<file path="src/rtl/sequencer_pkg.sv">
// Shared definitions for the program sequencer: default address width and next-PC source encoding.
package sequencer_pkg;
  localparam int ADDR_W_DEF = 32;

  typedef enum logic [2:0] {
    SRC_BRANCH,
    SRC_J,
    SRC_JR,
    SRC_CALL,
    SRC_RET,
    SRC_INC,
    SRC_HOLD
  } next_src_e;
endpackage

</file>
<file path="src/rtl/program_sequencer_if.sv">
// Control/status bundle between a controller (master) and the program sequencer (slave).
interface program_sequencer_if
  import sequencer_pkg::*;
#(
  parameter int ADDR_W      = ADDR_W_DEF,
  parameter int STACK_DEPTH = 8
);
  localparam int DEPTH_W = $clog2(STACK_DEPTH) + 1;

  logic              Stall;
  logic              Halt;
  logic              Branch;
  logic              Zero;
  logic              J;
  logic              Jr;
  logic              Call;
  logic              Ret;
  logic              ClearErr;
  logic [ADDR_W-1:0] AddressJump;
  logic [ADDR_W-1:0] pc_out;
  logic [DEPTH_W-1:0] StackDepth;
  logic              StackFull;
  logic              StackEmpty;
  logic              Overflow;
  logic              Underflow;

  modport master (
    output Stall, Halt, Branch, Zero, J, Jr, Call, Ret, ClearErr, AddressJump,
    input  pc_out, StackDepth, StackFull, StackEmpty, Overflow, Underflow
  );

  modport slave (
    input  Stall, Halt, Branch, Zero, J, Jr, Call, Ret, ClearErr, AddressJump,
    output pc_out, StackDepth, StackFull, StackEmpty, Overflow, Underflow
  );
endinterface

</file>
<file path="src/rtl/program_sequencer_return_stack.sv">
// Circular LIFO of return addresses; a push when full overwrites the oldest entry.
module return_stack #(
  parameter int W     = 32,
  parameter int DEPTH = 8
) (
  input  logic                       clk,
  input  logic                       rst_n,
  input  logic                       push,
  input  logic                       pop,
  input  logic [W-1:0]               din,
  output logic [W-1:0]               top,
  output logic [$clog2(DEPTH):0]     depth,
  output logic                       full,
  output logic                       empty
);
  localparam int PTR_W = $clog2(DEPTH);

  logic [W-1:0]     mem [DEPTH];
  logic [PTR_W-1:0] wr_ptr;
  logic [PTR_W-1:0] top_idx;

  // wr_ptr points at the next free slot, which when full is also the oldest entry.
  assign top_idx = wr_ptr - 1'b1;
  assign top     = mem[top_idx];
  assign full    = (depth == ($clog2(DEPTH) + 1)'(DEPTH));
  assign empty   = (depth == '0);

  always_ff @(posedge clk) begin
    if (push) mem[wr_ptr] <= din;
  end

  always_ff @(posedge clk or negedge rst_n) begin
    if (!rst_n) begin
      wr_ptr <= '0;
      depth  <= '0;
    end else if (push) begin
      wr_ptr <= wr_ptr + 1'b1;
      if (!full) depth <= depth + 1'b1;
    end else if (pop) begin
      wr_ptr <= top_idx;
      depth  <= depth - 1'b1;
    end
  end
endmodule

</file>
<file path="src/rtl/program_sequencer.sv">
// Program counter with prioritised redirects, halt/stall and a return stack; one-cycle redirect latency.
module program_sequencer
  import sequencer_pkg::*;
#(
  parameter int               ADDR_W      = ADDR_W_DEF,
  parameter int               STACK_DEPTH = 8,
  parameter logic [ADDR_W-1:0] RESET_ADDR = '0
) (
  input  logic               Clock,
  input  logic               Reset,
  program_sequencer_if.slave bus
);
  localparam int DEPTH_W = $clog2(STACK_DEPTH) + 1;

  next_src_e          src;
  logic [ADDR_W-1:0]  pc_q, pc_d, top;
  logic [DEPTH_W-1:0] depth;
  logic               push, pop, full, empty;
  logic               ovf_q, ovf_d, unf_q, unf_d;

  always_comb begin
    src = SRC_HOLD;
    if (!bus.Stall) begin
      if (bus.Branch && bus.Zero) src = SRC_BRANCH;
      else if (bus.J)             src = SRC_J;
      else if (bus.Jr)            src = SRC_JR;
      else if (bus.Call)          src = SRC_CALL;
      else if (bus.Ret)           src = SRC_RET;
      else if (!bus.Halt)         src = SRC_INC;
    end
  end

  assign push = (src == SRC_CALL);
  assign pop  = (src == SRC_RET) && !empty;

  always_comb begin
    pc_d = pc_q;
    case (src)
      SRC_BRANCH, SRC_J, SRC_JR, SRC_CALL: pc_d = bus.AddressJump;
      SRC_RET:  pc_d = empty ? pc_q : top;
      SRC_INC:  pc_d = pc_q + 1'b1;
      default:  pc_d = pc_q;
    endcase
  end

  // A set event in the same cycle beats ClearErr; a stalled cycle keeps the flags as they are.
  always_comb begin
    ovf_d = ovf_q;
    unf_d = unf_q;
    if (!bus.Stall) begin
      ovf_d = (push && full) || (ovf_q && !bus.ClearErr);
      unf_d = ((src == SRC_RET) && empty) || (unf_q && !bus.ClearErr);
    end
  end

  always_ff @(posedge Clock or negedge Reset) begin
    if (!Reset) begin
      pc_q  <= RESET_ADDR;
      ovf_q <= 1'b0;
      unf_q <= 1'b0;
    end else begin
      pc_q  <= pc_d;
      ovf_q <= ovf_d;
      unf_q <= unf_d;
    end
  end

  return_stack #(.W(ADDR_W), .DEPTH(STACK_DEPTH)) u_stack (
    .clk   (Clock),
    .rst_n (Reset),
    .push  (push),
    .pop   (pop),
    .din   (pc_q + 1'b1),
    .top   (top),
    .depth (depth),
    .full  (full),
    .empty (empty)
  );

  assign bus.pc_out     = pc_q;
  assign bus.StackDepth = depth;
  assign bus.StackFull  = full;
  assign bus.StackEmpty = empty;
  assign bus.Overflow   = ovf_q;
  assign bus.Underflow  = unf_q;
endmodule

</file>
<file path="src/flat_wrapper.sv">
// flat-port wrapper written by rule: the top's interface ports become plain ports
module program_sequencer_flat import sequencer_pkg::*;
#(
  parameter int               ADDR_W      = ADDR_W_DEF,
  parameter int               STACK_DEPTH = 8,
  parameter logic [ADDR_W-1:0] RESET_ADDR = '0
)
  (Clock, Reset, bus_Stall, bus_Halt, bus_Branch, bus_Zero, bus_J, bus_Jr, bus_Call, bus_Ret, bus_ClearErr, bus_AddressJump, bus_pc_out, bus_StackDepth, bus_StackFull, bus_StackEmpty, bus_Overflow, bus_Underflow);
  program_sequencer_if #(.ADDR_W(ADDR_W), .STACK_DEPTH(STACK_DEPTH)) bus_i ();
  input  logic Clock;
  input  logic Reset;
  input wire logic [$bits(bus_i.Stall)-1:0] bus_Stall;
  input wire logic [$bits(bus_i.Halt)-1:0] bus_Halt;
  input wire logic [$bits(bus_i.Branch)-1:0] bus_Branch;
  input wire logic [$bits(bus_i.Zero)-1:0] bus_Zero;
  input wire logic [$bits(bus_i.J)-1:0] bus_J;
  input wire logic [$bits(bus_i.Jr)-1:0] bus_Jr;
  input wire logic [$bits(bus_i.Call)-1:0] bus_Call;
  input wire logic [$bits(bus_i.Ret)-1:0] bus_Ret;
  input wire logic [$bits(bus_i.ClearErr)-1:0] bus_ClearErr;
  input wire logic [$bits(bus_i.AddressJump)-1:0] bus_AddressJump;
  output wire logic [$bits(bus_i.pc_out)-1:0] bus_pc_out;
  output wire logic [$bits(bus_i.StackDepth)-1:0] bus_StackDepth;
  output wire logic [$bits(bus_i.StackFull)-1:0] bus_StackFull;
  output wire logic [$bits(bus_i.StackEmpty)-1:0] bus_StackEmpty;
  output wire logic [$bits(bus_i.Overflow)-1:0] bus_Overflow;
  output wire logic [$bits(bus_i.Underflow)-1:0] bus_Underflow;
  assign bus_i.Stall = bus_Stall;
  assign bus_i.Halt = bus_Halt;
  assign bus_i.Branch = bus_Branch;
  assign bus_i.Zero = bus_Zero;
  assign bus_i.J = bus_J;
  assign bus_i.Jr = bus_Jr;
  assign bus_i.Call = bus_Call;
  assign bus_i.Ret = bus_Ret;
  assign bus_i.ClearErr = bus_ClearErr;
  assign bus_i.AddressJump = bus_AddressJump;
  assign bus_pc_out = bus_i.pc_out;
  assign bus_StackDepth = bus_i.StackDepth;
  assign bus_StackFull = bus_i.StackFull;
  assign bus_StackEmpty = bus_i.StackEmpty;
  assign bus_Overflow = bus_i.Overflow;
  assign bus_Underflow = bus_i.Underflow;
  program_sequencer #(.ADDR_W(ADDR_W), .STACK_DEPTH(STACK_DEPTH), .RESET_ADDR(RESET_ADDR)) u_core (.Clock(Clock), .Reset(Reset), .bus(bus_i));
endmodule
</file>
<file path="config.mk">
export PLATFORM = sky130hd
export DESIGN_NAME = program_sequencer_flat
export DESIGN_NICKNAME = d
export VERILOG_FILES = /design/src/rtl/sequencer_pkg.sv /design/src/rtl/program_sequencer_if.sv /design/src/rtl/program_sequencer_return_stack.sv /design/src/rtl/program_sequencer.sv /design/src/flat_wrapper.sv
export SDC_FILE = /design/constraint.sdc
export NUM_CORES = 1
export LEC_CHECK = 0
export CORE_UTILIZATION = 41
export DETAILED_ROUTE_END_ITERATION = 6
export SLEW_MARGIN = 10
export SYNTH_ARGS = -nofsm -noshare
export SYNTH_HDL_FRONTEND = slang
export SYNTH_SLANG_ARGS = --single-unit
</file>
<file path="constraint.sdc">
create_clock -name Clock -period 4.3 [get_ports Clock]
set_input_delay 1.29 -clock Clock [delete_from_list [all_inputs] [get_ports Clock]]
set_output_delay 1.29 -clock Clock [all_outputs]
set_load 0.1 [all_outputs]
</file>
**Yosys cells after proc, flatten, opt, wreduce, memory -nomap -nowiden**

Memories as Yosys holds them, arrays and structs flattened.
Index checks and enable logic that the tools add are counted.

- Mux-type cells: 16
- Eq/ne operators: 8
- Reduce and logical (&&, ||, !) cells: 17
- $add $sub $neg: 5

Operator list:

| operator | number |
|---|---|
| $pmux 32 s3 | 1 |
| $add 32x1->32 const B | 1 |
| $mux 32 | 1 |
| $mux 3 | 8 |
| $mux 4 | 3 |
| $eq 3x2->1 const B | 2 |
| $eq 3x3->1 const B | 2 |
| $logic_and 1x1->1 | 6 |
| $add 4x1->4 const B | 1 |
| $eq 4x4->1 const B | 1 |
| $logic_not 4->1 | 1 |
| $ne 2x2->1 const B | 2 |
| $reduce_and 2->1 | 2 |
| $reduce_or 4->1 | 1 |
| $sub 4x1->4 const B | 1 |
| $add 3x1->3 const B | 1 |
| $eq 3x1->1 const B | 1 |
| $logic_not 3->1 | 1 |
| $reduce_bool 3->1 | 1 |
| $sub 3x1->3 const B | 1 |
| $logic_not 1->1 | 2 |
| $logic_or 1x1->1 | 2 |
| $mux 1 | 2 |
| $mux 2 | 1 |
| $reduce_bool 2->1 | 1 |

- Output and inout port bits: 40
- Input bits: 43
- Word-level logic and storage cells: 52
- Memories: 1
- Flip-flop bits (word level): 41
- RAM bits: 256

Memories:

| memory | words | bits a word | read ports | clocked after memory_dff | write ports | line | text |
|---|---|---|---|---|---|---|---|
| u_core.u_stack.mem | 8 | 32 | 1 | 0 | 1 | program_sequencer_return_stack.sv:18 | `logic [W-1:0] mem [DEPTH];` |

**Longest topological paths before layout**

- Depth after elaboration: 11
- Mapped depth: 11
- Depth with buffers taken out: 9

**Cells and area by module**

A second synthesis with hierarchy kept.

- Cells, all modules: 767
- Area, all modules: 13,140.1 sq um

By module, submodules not included:

| module | sequential area each (sq um) | times used | cells an instance | area an instance (sq um) |
|---|---|---|---|---|
| return_stack | 7,862.5 | 1 | 431 | 10,338.7 |
| program_sequencer | 850.8 | 1 | 336 | 2,801.4 |

**Least setup slack after synthesis**

No wires, ideal clock.

- Path kind: input to register
- From: input port bus_Branch
- To: memory u_core.u_stack.mem[0][0], enable pin
- Path buffers: 1
- Data required time: 3.799 ns
- Arrival time: 5.148 ns
- Library setup time: 0.501 ns
- Path slack: -1.350 ns
- Stages: 5
- Path through: a21oi_1 > and3_1 > clkbuf_1 > inv_2 > nor4_1

- Longest elaborated chain between the ends: 6

RTL lines:

| element | line | text |
|---|---|---|
| start: declaration | flat_wrapper.sv:14 | `input wire logic [$bits(bus_i.Branch)-1:0] bus_Branch;` |
| $logic_and 1x1->1 | program_sequencer.sv:24 | `if (bus.Branch && bus.Zero) src = SRC_BRANCH;` |
| $mux 3 | program_sequencer.sv:24 |  |
| $mux 3 | program_sequencer.sv:23 | `if (!bus.Stall) begin` |
| $eq 3x2->1 | program_sequencer.sv:33 | `assign push = (src == SRC_CALL);` |
| $mux 1 | program_sequencer_return_stack.sv:29 | `if (push) mem[wr_ptr] <= din;` |
| $mux 1 (implied by the code) | program_sequencer_return_stack.sv:29 |  |
| end: declaration | program_sequencer_return_stack.sv:18 |  |

Every way passes these cells.

**Worst setup path after layout**

- From: register u_core.pc_q[12], in the netlist u_core.bus.pc_out[12]
- To: output port bus_pc_out[12]

RTL lines:

| element | line | text |
|---|---|---|
| start: declaration | program_sequencer.sv:16 | `logic [ADDR_W-1:0] pc_q, pc_d, top;` |
| start signal: assignment | program_sequencer.sv:62 | `pc_q <= pc_d;` |
| end: declaration | flat_wrapper.sv:22 | `output wire logic [$bits(bus_i.pc_out)-1:0] bus_pc_out;` |

No word-level cell between the ends.

==> summary.txt <==
Outcome
  • Status: finished clean

Min path
  • Hold Path End: u_core.bus.Overflow
  • Worst min-delay path class: reg2reg
  • Worst hold path startpoint: u_core.bus.Overflow
  • Hold depth: 2

Setup path
  • Crit start category: flop
  • Crit path kind: reg2out
  • Max incr delay on CP: 1.21 ns
  • Crit path max-delay family: buffers and inverters
  • Worst path bufs/invs: 1
  • CP max stage cell: clkdlybuf4s50_1
  • Worst endpoint data arrival time: roughly 2.3 ns
  • CP Cell Sequence: clkdlybuf4s50_1
  • Crit. Startpoint: u_core.bus.pc_out[12]
  • Crit Path Max Fanout: 10
  • WP data required: 3.01 ns
  • CP endpoint kind: primary output
  • R2r setup slk: 1.44 ns
  • FF-to-FF Start: u_core.u_stack.wr_ptr[1]
  • FF-to-FF End: u_core.bus.pc_out[13]
  • Reg2Reg Depth: 7

CTS
  • Post-CTS Setup Bufs: 0
  • Num Clock Sinks: 297
  • Clk root buf: clkbuf_16
  • Inserted Clock Buffers: 34
  • Bufs on Longest Clock Path: 3
  • CTS Hold Bufs: 0
  • Clock latency on the worst-skew pair: 0.51 ns
  • # resized after CTS: 0
  • Clock slew at reported path FFs: 0.06 ns
  • H-tree depth: 2
  • CTS tree: done

Route
  • Wirelength per Cell: 25.1 um
  • # DRC: 0
  • Final WL: 32700 um
  • Antenna-violating nets left: 0
  • Initial DRC Count: 691
  • Vias: 7749
  • Via density: 5.95
  • DR pass1 iterations: 5

STA
  • Fin crit share: a little over four fifths
  • Rel. slew slack: between 30% and 40%
  • Max-slew violations: 0
  • Clock Skew: about 0.022 ns
  • Final setup vio count: 0
  • Hold Vio Cnt, Final: 0
  • RSZ-0062 raised after global routing: false
  • Post-route minimum period: around 3.6 ns
  • Fmax achieved: 0.279 GHz
  • WHS: 0.485 ns
  • Fin worst setup slack: 0.718 ns
  • Actual slew at the worst max-slew pin: 0.978 ns

Yosys
  • Async set-reset flop share out of synthesis: between 10% and 20%
  • Mapped Cells: 784
  • Syn nets: 833
  • Syn. warnings: 0
  • EDFF count, synth: 256
  • Flops & latches, synth: 297
  • Mapped cell area: roughly 13000 sq um
  • Synth cell types: slightly below 70
  • Cell taking the most area after synthesis: edfxtp_1
  • Post-Syn Area per Cell: 16.7 sq um
  • Synth top area cells: edfxtp_1 (59%), mux4_2 (9.3%), dfrtp_1 (7.8%), mux2_2 (2.4%), mux4_1 (2.0%)
  • Main synth FF type: edfxtp_1
  • Share of the synthesized area in the top cell type: 58.6%
  • Register area share after synthesis: between 60% and 70%

Power
  • Tot Pwr: 9.37 mW
  • PwrDens: 603 nW/um^2
  • Peak supply drop: 0.377 mV
  • Leakage: 5.22 nW

Placed design
  • Hpwl dp: between 20000 and 25000 um
  • Cell count after placement: 1245
  • I/O Buffers: 82
  • Place WS: approximately 0.49 ns
  • Gpl congestion: ~0.85

GRT
  • Vias in the first global route: roughly 7700
  • Total gr overflow: 0
  • Initial antenna violation count: 0
  • Gr usage total: between 20% and 30%
  • First-pass GRT wire length: 49300 um
  • Pin count of the biggest net entering global routing: 71

Floorplan
  • IO Count: a little over 80
  • Die Y: 181 um
  • Core area: 31600 sq um
  • Num rows: 65
  • Die Wd: 181 um
  • Die area: 32700 sq um
  • Initial Util: 41.6%

Layout
  • ANT cells: 0
  • Final net count: 928
  • Fin cells: 1303
  • # fillers: 2673
  • Register Area: between 8000 and 9000 sq um
  • Share of post-route cells with drive strength above 1: a little over a fifth
  • Area delta synth->final: 18.4%
  • Final Util: 49.2%
  • Multi-input gate area: 4170 sq um

Flow run
  • Max-Cap Viols: 0
-- power breakdown --
part	internal [mW]	switching, mW
Sequential	3.31	0.184
Clock	1.59	1.08
Combinational	1.39	1.82
Total	6.29	3.08
-- state kept, by name (all words and copies together) (netlist names) --
register and flops:
u_core.bus.Overflow 1, u_core.u_stack.mem 256, u_core.bus.pc_out 32, u_core.u_stack.wr_ptr 3
u_core.bus.Underflow 1, u_core.u_stack.depth 4
-- stage by stage --
stage	setup TNS [ns]	area, sq um
3_3_place_gp	0	14500
5_1_grt	0	15500
4_1_cts	0	15500
6_report	0	15500
3_5_place_dp	0	14500
2_1_floorplan	-48.38	13100
-- cell usage in the layout (no fill, tap or decap), drive strengths merged, types with 11 or more instances in the layout --
master         netlist  layout
buf                 35      40
o31ai               15      15
edfxtp             256     256
xnor2               18      18
o21ai               30      30
a222oi              11      11
and3                14      14
mux4                64      64
clkdlybuf4s50        0      71
nand2               26      26
inv                 13      14
xor2                14      14
nand3               17      17
nor3                18      18
nor2                30      30
mux2                28      28
clkbuf              17      48
nand4               15      15
dfrtp               41      41
a31oi               13      13
-- cell families (layout without fill, tap and decap cells) --
family	after synthesis	in the layout	synth area share, %
AO/OA/AOI/OAI	130	130	7.18
XOR/XNOR	32	32	2.14
adder cells (fa/ha/maj)	6	6	0.629
buffers and inverters	66	183	2.57
flip-flops	297	297	66.4
multiplexers	99	99	14.2
AND/OR/NAND/NOR	154	154	6.86
-- cell usage after synthesis (10+ instances only) --
master,count
nand3_1,14
mux4_2,54
and3_1,14
xnor2_1,18
dfrtp_1,41
nor3_1,16
o31ai_1,15
o21ai_0,11
nand4_1,14
buf_2,26
o21ai_1,19
inv_1,12
mux4_1,10
mux2_2,28
nand2_1,26
edfxtp_1,256
xor2_1,14
a31oi_1,13
nor2_1,30
clkbuf_1,15
a222oi_1,11
-- how the worst max path moves through the flow --
stage	endpoint	cells past startpoint	slack [ns]
5_1_grt	bus_pc_out[12]	1	0.66
6_report	bus_pc_out[12]	1	0.72
3_3_place_gp	u_core.bus.pc_out[17]	7	0.50
3_5_place_dp	u_core.u_stack.depth[3]	11	0.49
4_1_cts	bus_pc_out[12]	1	0.71
2_1_floorplan	u_core.u_stack.mem[2][0]	5	-0.50
-- metal layers --
layer | share of wire (%) | vias to the layer above | GRT usage [%]
met3 | 6.3 | 39 | 3.89
met5 | 0 | - | 0
met4 | 1.9 | 0 | 6.02
met2 | 46 | 270 | 31.4
li1 | - | 3407 | -
met1 | 45 | 4033 | 29.3
-- area by class of cell --
cell class              instances  area share [%]
flip-flops and latches        297            56.1
multi-input cells             421            26.8
repair buffers                111            6.89
clock buffers                  48            6.08
well taps                     402            3.24
clock inverters                10           0.531
inverters                      14           0.338
Note: power is estimated with default switching activity, not from simulation.
